--- config.mk ---
export PLATFORM = sky130hd
export DESIGN_NAME = time_display_driver
export DESIGN_NICKNAME = d
export VERILOG_FILES = /design/src/rtl/time_disp_pkg.sv /design/src/rtl/bin2bcd_seq.sv /design/src/rtl/time_display_driver.sv
export SDC_FILE = /design/constraint.sdc
export NUM_CORES = 1
export LEC_CHECK = 0
export BUFFER_PORTS_ARGS = -buffer_cell sky130_fd_sc_hd__buf_2
export CAP_MARGIN = 10
export CELL_PAD_IN_SITES_DETAIL_PLACEMENT = 0
export CELL_PAD_IN_SITES_GLOBAL_PLACEMENT = 1
export CORE_MARGIN = 3
export CORE_UTILIZATION = 45
export CTS_CLUSTER_DIAMETER = 40
export CTS_CLUSTER_SIZE = 25
export DETAILED_ROUTE_END_ITERATION = 16
export PLACE_DENSITY_LB_ADDON = 0.1
export SETUP_SLACK_MARGIN = 0.4
export SLEW_MARGIN = 30
export SYNTH_ARGS = -nofsm -noshare
export SYNTH_HDL_FRONTEND = slang
export SYNTH_SLANG_ARGS = --single-unit
--- constraint.sdc ---
create_clock -name clk -period 4.1 [get_ports clk]
set_input_delay 0.615 -clock clk [delete_from_list [all_inputs] [get_ports clk]]
set_output_delay 0.615 -clock clk [all_outputs]
set_load 0.02 [all_outputs]
--- src/rtl/time_disp_pkg.sv ---
// Shared types and constants for the time/date seven-segment display driver.
package time_disp_pkg;

  // Digit codes: 0-9 are decimal digits, plus the two non-numeric glyphs.
  typedef logic [4:0] digit_t;
  localparam digit_t DIG_DASH  = 5'd10;
  localparam digit_t DIG_BLANK = 5'd11;

  localparam logic [6:0] SEG_DASH  = 7'h3F;
  localparam logic [6:0] SEG_BLANK = 7'h7F;

  typedef enum logic [1:0] {StIdle, StLoad, StShift, StCommit} state_t;

  // Conversion order through the shared BCD engine.
  localparam logic [2:0] FLD_SS = 3'd0;
  localparam logic [2:0] FLD_MM = 3'd1;
  localparam logic [2:0] FLD_HH = 3'd2;
  localparam logic [2:0] FLD_DD = 3'd3;
  localparam logic [2:0] FLD_MO = 3'd4;
  localparam logic [2:0] FLD_YY = 3'd5;

  function automatic logic [6:0] seg_of(digit_t d);
    unique case (d)
      5'd0:    seg_of = 7'h40;
      5'd1:    seg_of = 7'h79;
      5'd2:    seg_of = 7'h24;
      5'd3:    seg_of = 7'h30;
      5'd4:    seg_of = 7'h19;
      5'd5:    seg_of = 7'h12;
      5'd6:    seg_of = 7'h02;
      5'd7:    seg_of = 7'h78;
      5'd8:    seg_of = 7'h00;
      5'd9:    seg_of = 7'h10;
      DIG_DASH: seg_of = SEG_DASH;
      default: seg_of = SEG_BLANK;
    endcase
  endfunction

endpackage

--- src/rtl/bin2bcd_seq.sv ---
// Sequential shift-add-3 binary-to-BCD converter, 16-bit input, 5 BCD nibbles.
// 8-bit operands are left-aligned so they finish in 8 shifts.
module bin2bcd_seq (
  input  logic        clk,
  input  logic        rst,
  input  logic        start,
  input  logic        wide,
  input  logic [15:0] bin,
  output logic        done,
  output logic [19:0] bcd
);

  logic [15:0] sh_q;
  logic [19:0] bcd_q;
  logic [4:0]  cnt_q;
  logic [19:0] adj;

  always_comb begin
    adj = bcd_q;
    for (int i = 0; i < 5; i++) begin
      if (bcd_q[4*i +: 4] >= 4'd5) adj[4*i +: 4] = bcd_q[4*i +: 4] + 4'd3;
    end
  end

  always_ff @(posedge clk) begin
    if (rst) begin
      sh_q  <= '0;
      bcd_q <= '0;
      cnt_q <= '0;
    end else if (start) begin
      sh_q  <= wide ? bin : {bin[7:0], 8'h00};
      bcd_q <= '0;
      cnt_q <= wide ? 5'd16 : 5'd8;
    end else if (cnt_q != 5'd0) begin
      {bcd_q, sh_q} <= {adj[18:0], sh_q, 1'b0};
      cnt_q         <= cnt_q - 5'd1;
    end
  end

  // High during the final shift; bcd holds the result from the next cycle on.
  assign done = (cnt_q == 5'd1);
  assign bcd  = bcd_q;

endmodule

--- src/rtl/time_display_driver.sv ---
// Snapshots time/date fields, converts them to BCD with one shared engine and
// scans an 8-digit active-low seven-segment display showing a time or date page.
module time_display_driver
  import time_disp_pkg::*;
#(
  parameter int unsigned REFRESH_DIV = 100000,
  parameter int unsigned CNT_W       = 17
) (
  input  logic        clk,
  input  logic        rst,
  input  logic [7:0]  hh,
  input  logic [7:0]  mm,
  input  logic [7:0]  ss,
  input  logic [7:0]  DD,
  input  logic [7:0]  MM,
  input  logic [15:0] YYYY,
  input  logic        update,
  input  logic        show_date,
  output logic        busy,
  output logic [7:0]  an,
  output logic [6:0]  seg,
  output logic        dp
);

  state_t      state_q, state_d;
  logic [2:0]  fld_q, fld_d;
  logic        pending_q, pending_d;
  logic        take, start, store, commit;

  logic [7:0]  snap_ss_q, snap_mm_q, snap_hh_q, snap_dd_q, snap_mo_q;
  logic [15:0] snap_yy_q;
  logic [15:0] fld_val;

  logic        eng_done;
  logic [19:0] eng_bcd;
  logic        over8, over16;
  digit_t      new_lo, new_hi;

  // Staging shift chain: index 0 holds the most recently converted field.
  logic [4:0][4:0]  stg_lo_q, stg_hi_q;
  logic [15:0][4:0] buf_q;

  logic [CNT_W-1:0] cnt_q;
  logic [2:0]       idx_q, idx_d;
  logic             page_q, page_d, tc, dp_lit;
  digit_t           cur;
  logic [7:0]       an_q;
  logic [6:0]       seg_q;
  logic             dp_q;

  always_comb begin
    unique case (fld_q)
      FLD_SS:  fld_val = {8'h00, snap_ss_q};
      FLD_MM:  fld_val = {8'h00, snap_mm_q};
      FLD_HH:  fld_val = {8'h00, snap_hh_q};
      FLD_DD:  fld_val = {8'h00, snap_dd_q};
      FLD_MO:  fld_val = {8'h00, snap_mo_q};
      default: fld_val = snap_yy_q;
    endcase
  end

  bin2bcd_seq u_bcd (
    .clk   (clk),
    .rst   (rst),
    .start (start),
    .wide  (fld_q == FLD_YY),
    .bin   (fld_val),
    .done  (eng_done),
    .bcd   (eng_bcd)
  );

  // A nonzero hundreds (or ten-thousands) nibble means the field does not fit.
  assign over8  = |eng_bcd[11:8];
  assign over16 = |eng_bcd[19:16];
  assign new_lo = over8 ? DIG_DASH : digit_t'({1'b0, eng_bcd[3:0]});
  assign new_hi = over8 ? DIG_DASH : digit_t'({1'b0, eng_bcd[7:4]});

  always_comb begin
    state_d   = state_q;
    fld_d     = fld_q;
    pending_d = pending_q;
    take      = 1'b0;
    start     = 1'b0;
    store     = 1'b0;
    commit    = 1'b0;
    unique case (state_q)
      StIdle: begin
        if (update) begin
          take    = 1'b1;
          fld_d   = FLD_SS;
          state_d = StLoad;
        end
      end
      StLoad: begin
        start   = 1'b1;
        store   = (fld_q != FLD_SS);
        state_d = StShift;
        if (update) pending_d = 1'b1;
      end
      StShift: begin
        if (update) pending_d = 1'b1;
        if (eng_done) begin
          if (fld_q == FLD_YY) begin
            state_d = StCommit;
          end else begin
            fld_d   = fld_q + 3'd1;
            state_d = StLoad;
          end
        end
      end
      StCommit: begin
        commit    = 1'b1;
        pending_d = 1'b0;
        if (pending_q || update) begin
          take    = 1'b1;
          fld_d   = FLD_SS;
          state_d = StLoad;
        end else begin
          state_d = StIdle;
        end
      end
      default: state_d = StIdle;
    endcase
  end

  always_ff @(posedge clk) begin
    if (rst) begin
      state_q   <= StIdle;
      fld_q     <= FLD_SS;
      pending_q <= 1'b0;
    end else begin
      state_q   <= state_d;
      fld_q     <= fld_d;
      pending_q <= pending_d;
    end
  end

  always_ff @(posedge clk) begin
    if (rst) begin
      snap_ss_q <= '0;
      snap_mm_q <= '0;
      snap_hh_q <= '0;
      snap_dd_q <= '0;
      snap_mo_q <= '0;
      snap_yy_q <= '0;
      stg_lo_q  <= {5{DIG_BLANK}};
      stg_hi_q  <= {5{DIG_BLANK}};
      buf_q     <= {16{DIG_BLANK}};
    end else begin
      if (take) begin
        snap_ss_q <= ss;
        snap_mm_q <= mm;
        snap_hh_q <= hh;
        snap_dd_q <= DD;
        snap_mo_q <= MM;
        snap_yy_q <= YYYY;
      end
      if (store) begin
        stg_lo_q <= {stg_lo_q[3:0], new_lo};
        stg_hi_q <= {stg_hi_q[3:0], new_hi};
      end
      if (commit) begin
        // After five stores: [4]=ss, [3]=mm, [2]=hh, [1]=DD, [0]=MM.
        buf_q[0]  <= stg_lo_q[4];
        buf_q[1]  <= stg_hi_q[4];
        buf_q[2]  <= stg_lo_q[3];
        buf_q[3]  <= stg_hi_q[3];
        buf_q[4]  <= stg_lo_q[2];
        buf_q[5]  <= stg_hi_q[2];
        buf_q[6]  <= DIG_BLANK;
        buf_q[7]  <= DIG_BLANK;
        for (int i = 0; i < 4; i++) begin
          buf_q[8+i] <= over16 ? DIG_DASH : digit_t'({1'b0, eng_bcd[4*i +: 4]});
        end
        buf_q[12] <= stg_lo_q[0];
        buf_q[13] <= stg_hi_q[0];
        buf_q[14] <= stg_lo_q[1];
        buf_q[15] <= stg_hi_q[1];
      end
    end
  end

  // Scan outputs are built from next-state index/page so an, seg, dp move together.
  always_comb begin
    tc     = (cnt_q == CNT_W'(REFRESH_DIV - 1));
    idx_d  = tc ? idx_q + 3'd1 : idx_q;
    page_d = (tc && idx_q == 3'd7) ? show_date : page_q;
    cur    = buf_q[{page_d, idx_d}];
    dp_lit = page_d ? (idx_d == 3'd6 || idx_d == 3'd4) : (idx_d == 3'd4 || idx_d == 3'd2);
  end

  always_ff @(posedge clk) begin
    if (rst) begin
      cnt_q  <= '0;
      idx_q  <= '0;
      page_q <= 1'b0;
      an_q   <= 8'hFF;
      seg_q  <= SEG_BLANK;
      dp_q   <= 1'b1;
    end else begin
      cnt_q  <= tc ? '0 : cnt_q + 1'b1;
      idx_q  <= idx_d;
      page_q <= page_d;
      an_q   <= ~(8'b1 << idx_d);
      seg_q  <= seg_of(cur);
      dp_q   <= ~dp_lit;
    end
  end

  assign busy = (state_q != StIdle);
  assign an   = an_q;
  assign seg  = seg_q;
  assign dp   = dp_q;

endmodule

==> flow_metrics.env, run 1 <==
export IMPL_die_y_um=157
export IMPL_power_internal_mw=5.14
export IMPL_min_period_ns=3.41
export IMPL_cts_buffer_depth=3
export IMPL_cts_sinks=236
export IMPL_clk_pin_slew_ns=0.07
export IMPL_post_cts_buffers=0
export IMPL_rsz0062_at_grt="no"
export IMPL_wire_per_inst_um=16.1
export IMPL_power_density_nw_per_um2=628
export IMPL_stdcell_area_um2=12100
export IMPL_ios=77
export IMPL_cts_max_level=2
export IMPL_period_share_pct=83.3
export IMPL_antenna_found_initial=0
export IMPL_finClkSkew_ns=0.0236
export IMPL_antenna_left=0
export IMPL_switchingPower_mw=2.48
export IMPL_cp_max_fo=19
export IMPL_whs_ns=0.339
export IMPL_cap_violations=0
export IMPL_arrival_ns=3.81
export IMPL_cellLeakagePower_nw=4.58
export IMPL_cts_buffers_inserted=36
export IMPL_diodes=0
export IMPL_pwr_share_clk_pct=41.2
export IMPL_syn_area_um2=10300
export IMPL_ys_seq_elements=236
export IMPL_core_um2=22200
export IMPL_clkLatencyLatePin_ns=0.51
export IMPL_maxSlewHeadroom_pct=44.1
export IMPL_syn_nets=1321
export IMPL_fin_total_pwr_mw=7.62
export IMPL_dp_hpwl_mm=17.2
export IMPL_synth_edf_count=0
export IMPL_setup_violations=0
export IMPL_outcome="finished, final reports clean"
export IMPL_grtUsageTotal_pct=20.5
export IMPL_r2r_cells=12
export IMPL_die_x_um=157
export IMPL_utilization_pct=54.7
export IMPL_yosys_warnings=0
export IMPL_cts_resized_gates=0
export IMPL_sw_frac_of_total_pct=32.6
export IMPL_grt_pass1_wl_mm=41.9
export IMPL_ys_seq_area_share_pct=45.9
export IMPL_gp_congestion=0.860
export IMPL_placed_area_um2=10900
export IMPL_async_flop_share_pct=0
export IMPL_cts_tree="built"
export IMPL_drc=0
export IMPL_r2r_start="cnt_q[0]$_SDFF_PP0_"
export IMPL_rows=54
export IMPL_comb_power_share_pct=22.3
export IMPL_reg2reg_slack_ns=0.69
export IMPL_min_to="snap_mm_q[1]$_SDFFE_PP0P_"
export IMPL_grt_max_degree=80
export IMPL_worstHoldStart="mm[1]"
export IMPL_initial_core_util_pct=46.4
export IMPL_postCtsHoldBufs=0
export IMPL_startpoint_type="register"
export IMPL_first_pass_iters=6
export IMPL_grt_pass1_vias=8021
export IMPL_hp_class="in2reg"
export IMPL_syn_area_per_cell_um2=8.35
export IMPL_drv_slew=0
export IMPL_vias=8606
export IMPL_layout_drive_gt1_share_pct=14.0
export IMPL_path_class="reg2reg"
export IMPL_nNetsFinal=1376
export IMPL_required_ns=4.50
export IMPL_power_frac_seq_pct=36.4
export IMPL_gr_total_overflow=0
export IMPL_tightest_slew_ns=0.838
export IMPL_fin_tns_setup_ns=0
export IMPL_synth_ff_type="dfxtp_1"
export IMPL_die_area_um2=24700
export IMPL_holdPathStages=3
export IMPL_ys_types=66
export IMPL_drtIter0Drc=636
export IMPL_peakVddDrop_v=0.000763
export IMPL_routed_wl_mm=25.6
export IMPL_postSynthCellCount=1232
export IMPL_io_buffer_count=76
export IMPL_clock_fmax_mhz=293
export IMPL_critPathCaptureType="register"
export IMPL_r2r_end="seg[5]$_SDFF_PP1_"
export IMPL_final_hold_violation_count=0
export IMPL_syn2layout_area_growth_pct=17.9
export IMPL_root_buffer="clkbuf_16"
export IMPL_vias_per_cell=5.40
==> cells by family after synthesis <==
family | after synthesis | synth area share, %
adders and majority gates | 29 | 3.53
buffers and inverters | 102 | 4.10
muxes | 66 | 6.61
AOI/OAI and AO/OA | 285 | 17.4
and+or+nand+nor | 492 | 20.4
DFF | 236 | 45.9
xor gates and xnor gates | 22 | 2.05
==> cell usage in the layout, fill, tap and decap left out, types with 26 or more instances in the layout <==
master and instances:
a21oi_1 124, nand2_1 307, o21ai_0 50, inv_1 26, clkbuf_16 38, ha_1 28, nand3_1 37, buf_2 75
nor2_1 89, dfxtp_1 236, mux2i_1 59
==> layer usage <==
metal | wire length, um | share of wire (%) | track usage [%]
met1 | 12300 | 48 | 29.3
met2 | 11500 | 45 | 32.3
met3 | 1240 | 4.8 | 3.74
met4 | 529 | 2.1 | 5.29
met5 | 0 | 0 | 0
==> flip-flops by register name, summed over array words and instances (netlist names), 5 cells and up <==
| name | flops |
|---|---|
| buf_q | 56 |
| snap_mm_q | 8 |
| snap_yy_q | 16 |
| stg_lo_q | 20 |
| snap_ss_q | 8 |
| snap_dd_q | 8 |
| u_bcd.cnt_q | 5 |
| stg_hi_q | 20 |
| an | 8 |
| snap_mo_q | 8 |
| snap_hh_q | 8 |
| seg | 7 |
| u_bcd.sh_q | 16 |
| u_bcd.bcd | 20 |
| cnt_q | 17 |
==> per-stage QoR <==
| step | setup WS (ns) | instances |
|---|---|---|
| 2_1_floorplan | 1.04 | 1232 |
| 4_1_cts | 0.706 | 1593 |
| 6_report | 0.686 | 1593 |
| 5_1_grt | 0.424 | 1593 |
| 3_5_place_dp | 0.729 | 1529 |
| 3_3_place_gp | 0.809 | 1529 |
==> worst max-delay path, stage by stage, from the launching register on <==
cell and delay (ns):
dfxtp_1 0.37, ha_1 0.21, and4_4 0.25, and4_4 0.46
mux2_4 0.38, a221oi_1 0.34, a32oi_1 0.14, a32oi_1 0.20
buf_4 0.17, inv_1 0.04, ha_1 0.17, or3_1 0.36
a21o_1 0.18
==> worst max path at each step <==
stage | start | endpoint | slack [ns]
finish | cnt_q[0]$_SDFF_PP0_ | seg[5]$_SDFF_PP1_ | 0.69
global route | cnt_q[0]$_SDFF_PP0_ | seg[5]$_SDFF_PP1_ | 0.42
CTS | cnt_q[0]$_SDFF_PP0_ | seg[5]$_SDFF_PP1_ | 0.71
detailed placement | cnt_q[0]$_SDFF_PP0_ | seg[5]$_SDFF_PP1_ | 0.73
global placement | cnt_q[0]$_SDFF_PP0_ | seg[5]$_SDFF_PP1_ | 0.81
floorplan | cnt_q[0]$_SDFF_PP0_ | seg[5]$_SDFF_PP1_ | 1.04
==> cells in the mapped netlist (all sizes together), types with 8 or more instances <==
library cell	n	share of area [%]
buf	13	0.85
dfxtp	236	46
a222oi	8	0.78
nor2	89	3.2
clkbuf	61	2.2
nand2	307	11
a21oi	125	6.1
o21ai	55	2.7
xnor2	11	0.94
nand2b	13	0.79
a22oi	19	1.4
ha	29	3.5
mux2i	59	5.7
inv	27	0.98
o211ai	8	0.58
nand3	37	1.8
o22ai	15	0.91
o221ai	8	0.68
xor2	11	1.1
==> power groups by stage <==
stage	sequential (mW)	combinational, mW	clock, mW
floorplan	2.75	1.28	0
global placement	2.82	1.70	0
global route	2.81	1.94	3.33
CTS	2.78	1.72	3.22
detailed placement	2.82	1.71	0
finish	2.78	1.70	3.14
==> area by class of cell <==
| type | count | area, um^2 |
|---|---|---|
| clock inverter | 19 | 248 |
| timing repair buffer | 91 | 495 |
| tap | 280 | 350 |
| clock buffer | 45 | 1030 |
| sequential | 236 | 4720 |
| inverter | 28 | 105 |
| fill | 2134 | 10000 |
| multi-input combinational | 894 | 5180 |
Note: power is estimated with default switching activity, not from simulation.
==> inputs of run 2 (changes only) <==
- ABC_AREA: default -> 1
- CORE_UTILIZATION: 45 -> 44
- clock period: 4.1 -> 3.5 ns (I/O delays scaled with it)
==> run 2 against run 1 <==
Compared with the run above: largest cell class unchanged; clock skew down 0.0070 ns; via count increased by 7.9%; synthesized cell count grew 14%; critical path depth increased by 6; design area about the same; core utilization fell by 1.7 points; first-iteration DRC count fell by 7.5%; combinational power up 71%; sequential share of layout area barely moved.
==> flow_metrics.env, run 2 <==
export IMPL_outcome="finished, final reports clean"
export IMPL_place_ws_ns=0.654
export IMPL_die_x_um=159
export IMPL_synth_edf_count=0
export IMPL_required_ns=3.89
export IMPL_reg2reg_slack_ns=0.77
export IMPL_syn_area_per_cell_um2=7.36
export IMPL_crit_chain="ha_1 > nand2_1 > nor2_2 > nand3_4 > nand2_1 > inv_1 > nor2_4 > nand3_1 > nand3_1 > nand3_1 > nand2_1 > inv_1 > ha_1 > inv_1 > nand2_1 > nand2_1 > nand2_1 > nand2_1"
export IMPL_min_to="snap_yy_q[15]$_SDFFE_PP0P_"
export IMPL_cp_top_family="simple AND/OR/NAND/NOR gates"
export IMPL_wire_per_inst_um=14.4
export IMPL_path_class="reg2reg"
export IMPL_drc=0
export IMPL_finClkSkew_ns=0.0166
export IMPL_ios=77
export IMPL_crit_path_max_incr_delay_ns=0.35
export IMPL_mostFrequentLayoutCell="nand2_1"
export IMPL_maxSlewHeadroom_pct=48.7
export IMPL_placed_area_um2=10900
export IMPL_r2r_end="seg[3]$_SDFF_PP1_"
export IMPL_critPathSlowestCell="dfxtp_1"
export IMPL_peakVddDrop_v=0.000543
export IMPL_gr_total_overflow=0
export IMPL_min_period_ns=2.73
export IMPL_async_flop_share_pct=0
export IMPL_most_common_layout_cells="nand2_1, dfxtp_1, nor2_1"
export IMPL_period_share_pct=77.9
export IMPL_layout_drive_gt1_share_pct=12.3
export IMPL_critPathCaptureType="register"
export IMPL_cp_max_fo=12
export IMPL_rsz0062_at_grt="no"
export IMPL_root_buffer="clkbuf_16"
export IMPL_vias=9284
export IMPL_die_area_um2=25300
export IMPL_startpoint_type="register"
export IMPL_yosys_warnings=0
export IMPL_path_buf_inv=3
export IMPL_fin_tns_setup_ns=0
export IMPL_ys_seq_elements=236
export IMPL_dp_cells=1735
export IMPL_ys_top_cells_by_count="nand2_1, dfxtp_1, nor2_1, nand3_1, o21ai_0"
export IMPL_whs_ns=0.275
export IMPL_top_register="buf_q"
export IMPL_grt_max_degree=133
export IMPL_grt_pass1_wl_mm=42.9
export IMPL_cts_buffers_inserted=36
export IMPL_syn2layout_area_growth_pct=17.4
export IMPL_clk_pin_slew_ns=0.05
export IMPL_grtUsageTotal_pct=20.0
export IMPL_synth_ff_type="dfxtp_1"
export IMPL_grt_pass1_vias=8531
export IMPL_cts_max_level=2
export IMPL_fin_ws_ns=0.774
export IMPL_nNetsFinal=1549
export IMPL_setup_violations=0
export IMPL_clock_fmax_mhz=367
export IMPL_synth_top_cell_area_share_pct=45.7
export IMPL_synthMostInstantiatedCell="nand2_1"
export IMPL_cts_tree="built"
export IMPL_clkLatencyLatePin_ns=0.51
export IMPL_core_um2=22800
export IMPL_drv_slew=0
export IMPL_largest_reg_flops=56
export IMPL_postCtsHoldBufs=0
export IMPL_drtIter0Drc=588
export IMPL_ys_types=47
export IMPL_antenna_found_initial=0
export IMPL_gp_congestion=0.787
export IMPL_antenna_left=0
export IMPL_ys_seq_area_share_pct=45.7
export IMPL_cap_violations=0
export IMPL_worstHoldStart="YYYY[15]"
export IMPL_met3_length_um=998
export IMPL_cellLeakagePower_nw=5.29
export IMPL_stdcell_area_um2=12100
export IMPL_dp_hpwl_mm=17.2
export IMPL_cts_sinks=236
export IMPL_vias_per_cell=5.16
export IMPL_path_depth=18
export IMPL_crit_top_cell="nand2_1"
export IMPL_arrival_ns=3.11
export IMPL_met2WireLength_mm=11.5
export IMPL_synth_largest_area_cell="dfxtp_1"
export IMPL_diodes=0
export IMPL_cts_buffer_depth=3
export IMPL_holdPathStages=3
export IMPL_tightest_slew_ns=0.767
export IMPL_io_buffer_count=76
export IMPL_power_density_nw_per_um2=833
export IMPL_syn_nets=1492
export IMPL_postSynthCellCount=1403
export IMPL_dr_max_layer_used="met4"
export IMPL_first_pass_iters=5
export IMPL_wl_met1_mm=12.8
export IMPL_syn_area_um2=10300
export IMPL_synth_top_cells_by_area="dfxtp_1, nand2_1, nand3_1, nor2_1, o21ai_0"
export IMPL_r2r_start="cnt_q[0]$_SDFF_PP0_"
export IMPL_final_hold_violation_count=0
export IMPL_die_y_um=159
export IMPL_hp_class="in2reg"
export IMPL_stdcell_count=1799
export IMPL_routed_wl_mm=25.8
export IMPL_initial_core_util_pct=45.2
export IMPL_post_cts_buffers=0
export IMPL_r2r_cells=18
export IMPL_rows=55
==> run 2: cell types whose count changed after synthesis, moves of 9 or more <==
cell	before	now
o21ai_0	50	124
nor2_1	89	169
nand2b_1	13	0
mux2i_1	59	0
a21oi_1	125	83
nand3_1	37	138
nand2_1	307	298
xnor2_1	11	1
a221oi_1	3	13
inv_1	26	110
==> run 2: cell type report <==
cell class | instances | area [um^2]
clock buffers | 43 | 948
clock inverters | 21 | 199
flip-flops and latches | 236 | 4720
fillers | 2314 | 10700
well taps | 313 | 392
repair buffers | 97 | 551
inverters | 117 | 442
multi-input cells | 972 | 4870
==> run 2: metrics by stage <==
step	utilization (%)	total power, mW
floorplan	-	5.92
global placement	47.9	6.73
detailed placement	47.9	6.76
CTS	52.9	10.2
global route	53.1	10.9
finish	53.1	10.1
==> run 2: routing by layer <==
metal,vias up,track usage [%]
met5,-,0
met4,0,5.89
met3,43,2.91
met2,149,30.8
met1,4314,29.1
li1,4778,-
==> run 2: worst max path at each step <==
stage | startpoint | to | slack (ns)
after floorplan | cnt_q[0]$_SDFF_PP0_ | seg[3]$_SDFF_PP1_ | 1.10
after global placement | cnt_q[0]$_SDFF_PP0_ | seg[3]$_SDFF_PP1_ | 0.75
after detailed placement | cnt_q[0]$_SDFF_PP0_ | seg[3]$_SDFF_PP1_ | 0.65
after CTS | cnt_q[0]$_SDFF_PP0_ | seg[3]$_SDFF_PP1_ | 0.63
after global routing | cnt_q[0]$_SDFF_PP0_ | seg[3]$_SDFF_PP1_ | 0.43
final | cnt_q[0]$_SDFF_PP0_ | seg[3]$_SDFF_PP1_ | 0.77
==> run 2: tightest hold or removal path, cell delays in order <==
cell and delay [ns]:
buf_2 0.07, o21ai_0 0.07, nor2_1 0.08
==> run 2: power by group <==
| group | internal [mW] | total [mW] | switching [mW] | leakage [nW] |
|---|---|---|---|---|
| registers | 3.38 | 3.81 | 0.427 | 1.93 |
| logic | 1.01 | 2.91 | 1.89 | 2.82 |
| clock network | 2.10 | 3.38 | 1.28 | 0.548 |
==> run 2: kinds of logic after synthesis <==
kind of cell             synth area share (%)
flip-flops                               45.7
AND/OR/NAND/NOR                          27.0
buffers and inverters                    7.44
XOR/XNOR                                0.424
adder cells (fa/ha/maj)                  3.51
AO/OA/AOI/OAI                            15.8
==> run 2: repair_timing <==
action                                  4_1_cts  5_1_grt
hold endpoints to repair                      0        0
endpoints found under the setup margin        0        7
gates resized for setup                       0        4
==> inputs of run 3 (changes only) <==
- ABC_AREA: 1 -> 0
- CORE_UTILIZATION: 44 -> 45
- clock period: 3.5 -> 2.7 ns (I/O delays scaled with it)
==> run 3 against run 2 <==
Compared with the run above: the run now ends with negative setup slack left; design area up 5.6%; critical path depth down 6; combinational power down 9.3%; first-iteration DRC count down 22%; sequential power up 11%; clock power up 34%; clock-buffer cell count up 1; power up 13%; final cell count down 7.4%; non-clock buffer count up 70; clock skew down 0.0026 ns; critical endpoint is now seg[5]$_SDFF_PP1_; largest power group is now the clock network.
==> flow_metrics.env, run 3 (synthesized netlist as in run 1, its figures left out) <==
export IMPL_routed_wl_mm=27.1
export IMPL_core_um2=22200
export IMPL_grt_pass1_vias=8505
export IMPL_maxSlewHeadroom_pct=45.9
export IMPL_failed_checks="negative setup slack"
export IMPL_diodes=0
export IMPL_cellLeakagePower_nw=4.96
export IMPL_hp_class="in2reg"
export IMPL_drv_slew=0
export IMPL_cap_violations=0
export IMPL_gr_total_overflow=0
export IMPL_outcome="finished, violations left"
export IMPL_final_hold_violation_count=0
export IMPL_cts_buffers_inserted=35
export IMPL_antenna_found_initial=0
export IMPL_layout_drive_gt1_share_pct=20.1
export IMPL_cts_tree="built"
export IMPL_period_share_pct=107
export IMPL_first_pass_iters=5
export IMPL_grt_pass1_wl_mm=44.2
export IMPL_root_buffer="clkbuf_16"
export IMPL_drtIter0Drc=456
export IMPL_syn2layout_area_growth_pct=24.5
export IMPL_cts_buffer_depth=3
export IMPL_cts_max_level=2
export IMPL_min_period_ns=2.88
export IMPL_postCtsHoldBufs=0
export IMPL_fin_ws_ns=-0.181
export IMPL_clk_pin_slew_ns=0.06
export IMPL_setup_violations=6
export IMPL_antenna_left=0
export IMPL_die_y_um=157
export IMPL_whs_ns=0.145
export IMPL_rsz0062_at_grt="yes"
export IMPL_cp_max_fo=6
export IMPL_finClkSkew_ns=0.0139
export IMPL_largest_reg_flops=56
export IMPL_dp_hpwl_mm=18.1
export IMPL_path_class="reg2reg"
export IMPL_mostFrequentLayoutCell="nand2_1"
export IMPL_vias=8886
export IMPL_nNetsFinal=1451
export IMPL_initial_core_util_pct=46.4
export IMPL_critPathCaptureType="register"
export IMPL_gp_congestion=0.846
export IMPL_drc=0
export IMPL_die_area_um2=24700
export IMPL_tightest_slew_ns=0.812
export IMPL_vias_per_cell=5.34
export IMPL_stdcell_count=1665
export IMPL_ios=77
export IMPL_most_common_layout_cells="nand2_1, dfxtp_1, a21oi_1"
export IMPL_rows=54
export IMPL_dp_cells=1594
export IMPL_clkLatencyLatePin_ns=0.50
export IMPL_power_density_nw_per_um2=888
export IMPL_startpoint_type="register"
export IMPL_clock_fmax_mhz=347
export IMPL_arrival_ns=3.26
export IMPL_die_x_um=157
export IMPL_grtUsageTotal_pct=21.9
export IMPL_top_register="buf_q"
export IMPL_wire_per_inst_um=16.3
export IMPL_grt_max_degree=57
export IMPL_required_ns=3.08
export IMPL_peakVddDrop_v=0.000826
export IMPL_io_buffer_count=76
export IMPL_cts_sinks=236
## run 3: cell count changes in the layout (fill, tap and decap cells not counted), moves of 12 or more
cell | before | now
o21ai_0 | 124 | 47
nand3_1 | 138 | 37
mux2i_1 | 0 | 53
inv_1 | 109 | 25
a21oi_1 | 83 | 122
a221oi_1 | 13 | 1
buf_4 | 20 | 84
nand2b_1 | 0 | 13
nor2_1 | 168 | 89
## run 3: worst paths after layout
check / slack (ns) / start / cells after the start / end
worst max-delay path: -0.18 / cnt_q[1]$_SDFF_PP0_ / 12 / seg[5]$_SDFF_PP1_
worst min-delay path: 0.14 / ss[7] / 3 / snap_ss_q[7]$_SDFFE_PP0P_
worst max register to register: -0.18 / cnt_q[1]$_SDFF_PP0_ / 12 / seg[5]$_SDFF_PP1_
worst min register to register: 0.45 / snap_ss_q[3]$_SDFFE_PP0P_ / 2 / snap_ss_q[3]$_SDFFE_PP0P_
## run 3: worst max-delay path, stage by stage (launching register included)
cell     delay, ns
dfxtp_2       0.35
ha_4          0.13
and4_4        0.20
and4_4        0.30
buf_4         0.16
mux2_2        0.34
o22ai_1       0.14
o21ai_0       0.13
a32oi_2       0.24
inv_1         0.11
ha_4          0.17
or3_1         0.33
a21o_1        0.16
## run 3: routing by layer
metal  share of wire, %  GRT usage [%]  wire length, um
met5                  0              0                0
met3                4.0           2.97             1080
met2                 46           35.0            12500
met4                2.1           6.36              570
met1                 48           31.0            13000
## run 3: repair_timing
item	4_1_cts	5_1_grt
gates resized for setup	16	18
pin swaps	5	2
setup buffers	8	3
endpoints found under the setup margin	8	8
## run 3: through the flow
| stage | util (%) | setup slack [ns] | cell area (um^2) | TNS (ns) | power [mW] |
|---|---|---|---|---|---|
| 2_1_floorplan | - | -0.127 | 10300 | -0.245 | 6.14 |
| 3_3_place_gp | 51.4 | -0.192 | 11400 | -0.807 | 6.90 |
| 3_5_place_dp | 51.4 | -0.260 | 11400 | -1.24 | 6.94 |
| 4_1_cts | 57.3 | -0.180 | 12700 | -0.630 | 11.5 |
| 5_1_grt | 57.8 | -0.293 | 12800 | -1.28 | 12.0 |
| 6_report | 57.8 | -0.181 | 12800 | -0.388 | 11.4 |
## run 3: report_power, final
part           internal, mW  switching, mW  leakage (nW)
combinational         0.969           1.67          2.47
sequential             3.91          0.315          1.92
clock                  2.92           1.59         0.572
total                  7.80           3.58          4.96
## run 3: final cells by class
class	count	area, um^2
Clock buffer	44	970
Clock inverter	16	203
Fill cell	2049	9350
Inverter	28	105
Multi-Input combinational cell	894	5340
Sequential cell	236	4730
Tap cell	280	350
Timing Repair Buffer	167	1110
